--- config.mk ---
export PLATFORM = sky130hd
export DESIGN_NAME = ram_wr_port_arbiter
export DESIGN_NICKNAME = d
export VERILOG_FILES = /design/src/rtl/ram_wr_port_arbiter.sv
export SDC_FILE = /design/constraint.sdc
export NUM_CORES = 1
export LEC_CHECK = 0
export ABC_AREA = 1
export BUFFER_PORTS_ARGS = -buffer_cell sky130_fd_sc_hd__buf_2
export CAP_MARGIN = 20
export CORE_AREA = 10 10 67 69
export DETAILED_ROUTE_END_ITERATION = 10
export DIE_AREA = 0 0 77 79
export GPL_TIMING_DRIVEN = 1
export HOLD_SLACK_MARGIN = 0.15
export PLACE_DENSITY = 0.65
export SYNTH_ARGS = -nofsm -noshare
export SYNTH_HDL_FRONTEND = slang
export SYNTH_SLANG_ARGS = --single-unit
--- constraint.sdc ---
create_clock -name wr_clk -period 2.4 [get_ports wr_clk]
set_input_delay 0.48 -clock wr_clk [delete_from_list [all_inputs] [get_ports wr_clk]]
set_output_delay 0.48 -clock wr_clk [all_outputs]
set_load 0.02 [all_outputs]
--- src/rtl/ram_wr_port_arbiter.sv ---
// Two-requester round-robin arbiter with burst locking for the single RAM write port.
// Accepted beats are registered onto ram_wr_* one cycle after the handshake.
module ram_wr_port_arbiter #(
    parameter int ADDR_WIDTH = 4,
    parameter int DATA_WIDTH = 8,
    parameter int MAX_BURST  = 4
) (
    input  logic                  wr_clk,
    input  logic                  wr_rst_n,
    input  logic                  req0_valid,
    output logic                  req0_ready,
    input  logic [ADDR_WIDTH-1:0] req0_addr,
    input  logic [DATA_WIDTH-1:0] req0_data,
    input  logic                  req0_last,
    input  logic                  req1_valid,
    output logic                  req1_ready,
    input  logic [ADDR_WIDTH-1:0] req1_addr,
    input  logic [DATA_WIDTH-1:0] req1_data,
    input  logic                  req1_last,
    output logic                  ram_wr_en,
    output logic [ADDR_WIDTH-1:0] ram_wr_addr,
    output logic [DATA_WIDTH-1:0] ram_wr_data,
    output logic                  grant_id,
    output logic                  busy
);

    localparam int CNT_W  = $clog2(MAX_BURST + 1);
    localparam int CNT_P1 = CNT_W + 1;
    localparam logic [CNT_W:0] MAX_BURST_C = CNT_P1'(MAX_BURST);

    typedef enum logic [1:0] {
        IDLE = 2'd0,
        OWN0 = 2'd1,
        OWN1 = 2'd2
    } state_t;

    state_t                state_r;
    logic                  prio_r;
    logic [CNT_W-1:0]      beat_cnt_r;

    logic                  sel_s;
    logic                  acc0_s;
    logic                  acc1_s;
    logic                  accept_s;
    logic                  acc_id_s;
    logic [ADDR_WIDTH-1:0] acc_addr_s;
    logic [DATA_WIDTH-1:0] acc_data_s;
    logic                  acc_last_s;
    logic                  other_valid_s;
    logic [CNT_W:0]        cnt_inc_s;
    logic [CNT_W-1:0]      cnt_nxt_s;
    logic                  release_s;

    // Ready generation: IDLE arbitrates on the valids, an owner state locks the port.
    always_comb begin
        sel_s      = prio_r;
        req0_ready = 1'b0;
        req1_ready = 1'b0;
        case (state_r)
            IDLE: begin
                if (req0_valid && !req1_valid) begin
                    sel_s = 1'b0;
                end else if (req1_valid && !req0_valid) begin
                    sel_s = 1'b1;
                end else begin
                    sel_s = prio_r;
                end
                req0_ready = (req0_valid || req1_valid) && (sel_s == 1'b0);
                req1_ready = (req0_valid || req1_valid) && (sel_s == 1'b1);
            end
            OWN0: begin
                req0_ready = 1'b1;
                req1_ready = 1'b0;
            end
            OWN1: begin
                req0_ready = 1'b0;
                req1_ready = 1'b1;
            end
            default: begin
                req0_ready = 1'b0;
                req1_ready = 1'b0;
            end
        endcase
    end

    // Accepted-beat mux and release decision for the current grant.
    always_comb begin
        acc0_s   = req0_valid && req0_ready;
        acc1_s   = req1_valid && req1_ready;
        accept_s = acc0_s || acc1_s;
        acc_id_s = acc1_s;
        if (acc1_s) begin
            acc_addr_s    = req1_addr;
            acc_data_s    = req1_data;
            acc_last_s    = req1_last;
            other_valid_s = req0_valid;
        end else begin
            acc_addr_s    = req0_addr;
            acc_data_s    = req0_data;
            acc_last_s    = req0_last;
            other_valid_s = req1_valid;
        end
        cnt_inc_s = {1'b0, beat_cnt_r} + {{CNT_W{1'b0}}, 1'b1};
        if (cnt_inc_s >= MAX_BURST_C) begin
            cnt_nxt_s = MAX_BURST_C[CNT_W-1:0];
        end else begin
            cnt_nxt_s = cnt_inc_s[CNT_W-1:0];
        end
        release_s = accept_s && (acc_last_s || ((cnt_inc_s >= MAX_BURST_C) && other_valid_s));
    end

    // Lock state, priority, beat counter and the registered RAM write port.
    always_ff @(posedge wr_clk or negedge wr_rst_n) begin
        if (!wr_rst_n) begin
            state_r     <= IDLE;
            prio_r      <= 1'b0;
            beat_cnt_r  <= {CNT_W{1'b0}};
            ram_wr_en   <= 1'b0;
            ram_wr_addr <= {ADDR_WIDTH{1'b0}};
            ram_wr_data <= {DATA_WIDTH{1'b0}};
            grant_id    <= 1'b0;
            busy        <= 1'b0;
        end else begin
            ram_wr_en <= accept_s;
            if (accept_s) begin
                ram_wr_addr <= acc_addr_s;
                ram_wr_data <= acc_data_s;
                grant_id    <= acc_id_s;
                if (release_s) begin
                    state_r    <= IDLE;
                    prio_r     <= ~acc_id_s;
                    beat_cnt_r <= {CNT_W{1'b0}};
                    busy       <= 1'b0;
                end else begin
                    state_r    <= acc_id_s ? OWN1 : OWN0;
                    beat_cnt_r <= cnt_nxt_s;
                    busy       <= 1'b1;
                end
            end
        end
    end

endmodule

==> parameters.txt <==
Parameter                              Value

Run status
  Status ... complete, no violations

Layout
  Number of fill cells in the layout ... 344
  Leading cell types in the layout, fill and taps excluded ... buf_2 (46), nand2_1 (22), dfrtp_1 (21)
  Number of nets in the finished design ... ~210
  Sequential cell area ... 526 um^2
  Final std cell area, no fill ... 0.00137 mm^2
  Multi-input gate area in the final layout ... 482 um^2
  Commonest non-fill, non-tap cell in the layout ... buf_2
  Core Util, Final ... approximately 42%
  Number of antenna repair diodes ... 0
  Area Growth Syn to Fin ... 26.0%
  Layout cell share with drive strength beyond 1 ... 34.5%

STA
  Final Hold Violating Endpoints ... 0
  Worst slew slack as a fraction of its limit ... 68.7%
  Maximum frequency from static timing analysis ... about 0.55 GHz
  Post-route clock skew ... 0.00147 ns
  Transition time at the pin with the least slew margin ... 0.469 ns
  Total negative setup slack ... 0 ns
  Final Max Tran Viols ... 0
  Final period utilization ... 76.2%
  Clock period minus worst slack ... 1.83 ns
  Setup repair after global routing missed its margin ... false
  Number of failing setup endpoints in the final timing report ... 0

Worst setup path
  Sort of element at the start of the critical path ... flop
  Critical path cell sequence ... nor2_4 > nand2_2 > nand2_4 > buf_2
  Worst path bufs/invs ... 1
  Element type at the critical path end ... output pin
  Maximum fanout encountered on the critical timing path ... 17
  Critical path start-end classification ... flop to output pin
  Worst EP arrival ... 1.35 ns
  Largest delay contributor family on the critical path ... flip-flops
  Largest stage delay on the critical path ... ~0.45 ns
  Critical path data required time ... 1.92 ns
  Critical-path cell with the highest stage delay ... dfrtp_1

CTS
  Maximum clock insertion buffer count ... 2
  Clock Root Buffer ... clkbuf_4
  Number of buffers added by the clock tree synthesis step ... 3
  Clock network latency to the later pin of the worst-skew pair ... about 0.29 ns
  TritonCTS Sinks ... 21
  Clock-pin transition on the worst setup and hold timing paths ... 0.11 ns
  Cells resized by post-CTS repair ... 0
  Post-CTS Setup Repair Bufs ... 0
  TritonCTS clock tree ... built
  # H-tree levels ... 1

Global routing
  Initial antenna violation count ... 0
  Global-route wire length before repair ... 5170 um
  Pin count of the biggest net entering global routing ... 22
  Vias in the first global route ... between 1000 and 1500
  Overall Global Routing Usage ... 10.1%
  Gr ovfl total ... 0

Power and ir drop
  Peak supply drop ... 0.646 mV
  Switching power of the nets ... 816 uW
  Portion of total power attributed to sequential cells ... a little under two fifths
  Logic pwr share ... a little over half
  Switching portion of total power ... between 40% and 50%
  Power density over the cells ... 1240 mW/mm^2
  Leak Pwr ... 0.711 nW
  Int Pwr ... 888 uW
  Clock group share of total power ... 9.7%

Yosys
  Count of yosys warnings during synthesis ... 0
  Sequential area share after synthesis ... 48.3%
  Top cells by area in the synthesized netlist ... dfrtp_1 (48%), nand2_1 (7.6%), nand3_1 (7.4%), a21oi_1 (6.4%), o21ai_0 (5.5%)
  Yosys reg bits ... 21
  Distinct cell type count after synthesis ... 24
  Syn Nets ... 163
  Summed instance area of the synthesized netlist ... around 0.0011 mm^2
  Synth area leader ... dfrtp_1
  Number of cells produced by synthesis ... 132
  Per-instance average area after synthesis ... 8.25 um^2
  Fraction of synthesized cell area taken by the top area cell type ... 48.3%

Placement
  Cell Area, Placed ... 0.00134 mm^2
  Gpl congestion ... 0.721
  Port-buffer cells ... 46
  DP Wirelength ... 2370 um

Route
  Total wirelength of the detailed-routed design ... 3010 um
  DRT iter0 DRCs ... 48
  DR vias ... 1056
  Number of detailed-route iterations in the first pass ... 4
  DR vias/cell ... 4.74
  Average wire length per cell after detail routing ... between 10 and 15 um
  Count of nets left with antenna violations after detail routing ... 0
  DRC Markers ... 0

Die
  IO Count ... 47
  Effective utilization at floorplan ... between 30 and 40%
  Die Area ... 0.00608 mm^2
  Number of rows created at floorplan ... 21
  Chip Height ... around 79 um
  Horiz. Die Dim ... 77 um
  Placeable Area ... ~0.0032 mm^2

Hold path
  Type of the most critical hold path ... primary input to flop

Flow run
  Max-cap violation count ... 0
-- cells by family (layout without fill, tap and decap cells) --
logic type,after synthesis,in the layout,share of synthesized area [%]
AO/OA/AOI/OAI,28,28,13.1
buffers and inverters,15,60,7.47
flip-flops,21,21,48.3
AND/OR/NAND/NOR,67,67,30.0
adder cells (fa/ha/maj),1,1,1.15
-- path summary, 6_finish.rpt --
path                                    from        endpoint  slack, ns  cells past startpoint
worst min-delay path            req1_data[2]  ram_wr_data[2]       0.44                      3
min in group asynchronous           wr_rst_n  ram_wr_data[6]       0.65                      2
worst max register to register    state_r[0]      state_r[1]       0.65                      6
worst max-delay path              state_r[0]      req1_ready       0.57                      4
max in group asynchronous           wr_rst_n        grant_id       1.43                      2
worst min register to register        prio_r          prio_r       0.50                      2
-- stage by stage --
step	hold slack [ns]	power (mW)	instances	setup WS, ns
6_report	0.436	1.70	223	0.572
5_1_grt	0.428	1.87	223	0.455
4_1_cts	0.419	1.73	223	0.550
3_5_place_dp	0.463	1.56	218	0.514
3_3_place_gp	0.466	1.54	218	0.594
2_1_floorplan	0.184	1.29	132	0.816
-- layer usage --
layer,GRT usage [%],wire length [um]
met1,13.1,1440
met2,15.1,1250
met3,4.17,293
met4,3.28,21
met5,0,0
-- cells in the mapped netlist (all sizes together) --
cell / count
or2: 1
inv: 8
clkbuf: 1
nand2: 27
nand4: 4
nand3b: 1
o21ai: 13
nor2: 16
ha: 1
dfrtp: 21
a21oi: 14
and2: 1
nand3: 17
buf: 6
a21o: 1
-- worst min-delay path: stages --
cell	delay, ns
buf_2	0.09
nand3_1	0.07
a21oi_1	0.06
-- power by group through the flow --
stage | registers [mW] | clock network (mW) | logic (mW)
final | 0.633 | 0.165 | 0.906
after global placement | 0.643 | 0 | 0.901
after CTS | 0.632 | 0.175 | 0.924
after floorplan | 0.783 | 0 | 0.502
after global routing | 0.651 | 0.187 | 1.03
after detailed placement | 0.635 | 0 | 0.924
-- timing repair --
| action | in CTS | in global routing |
|---|---|---|
| endpoints found under the hold margin | 21 | 0 |
| endpoints found under the setup margin | 0 | 0 |
| hold buffers | 1 | 0 |
-- layout make-up --
cell class | count | area share [%]
clock buffer | 4 | 1.92
sequential | 21 | 38.3
inverter | 8 | 2.37
multi-input combinational | 96 | 35.1
timing repair buffer | 48 | 18.1
tap | 46 | 4.20
-- sequential cells by signal, summed over array words and instances, names as in the netlist --
register     cells
ram_wr_addr      4
ram_wr_data      8
state_r          2
beat_cnt_r       3
prio_r           1
busy             1
ram_wr_en        1
grant_id         1
Power figures use the tool's default switching activity.
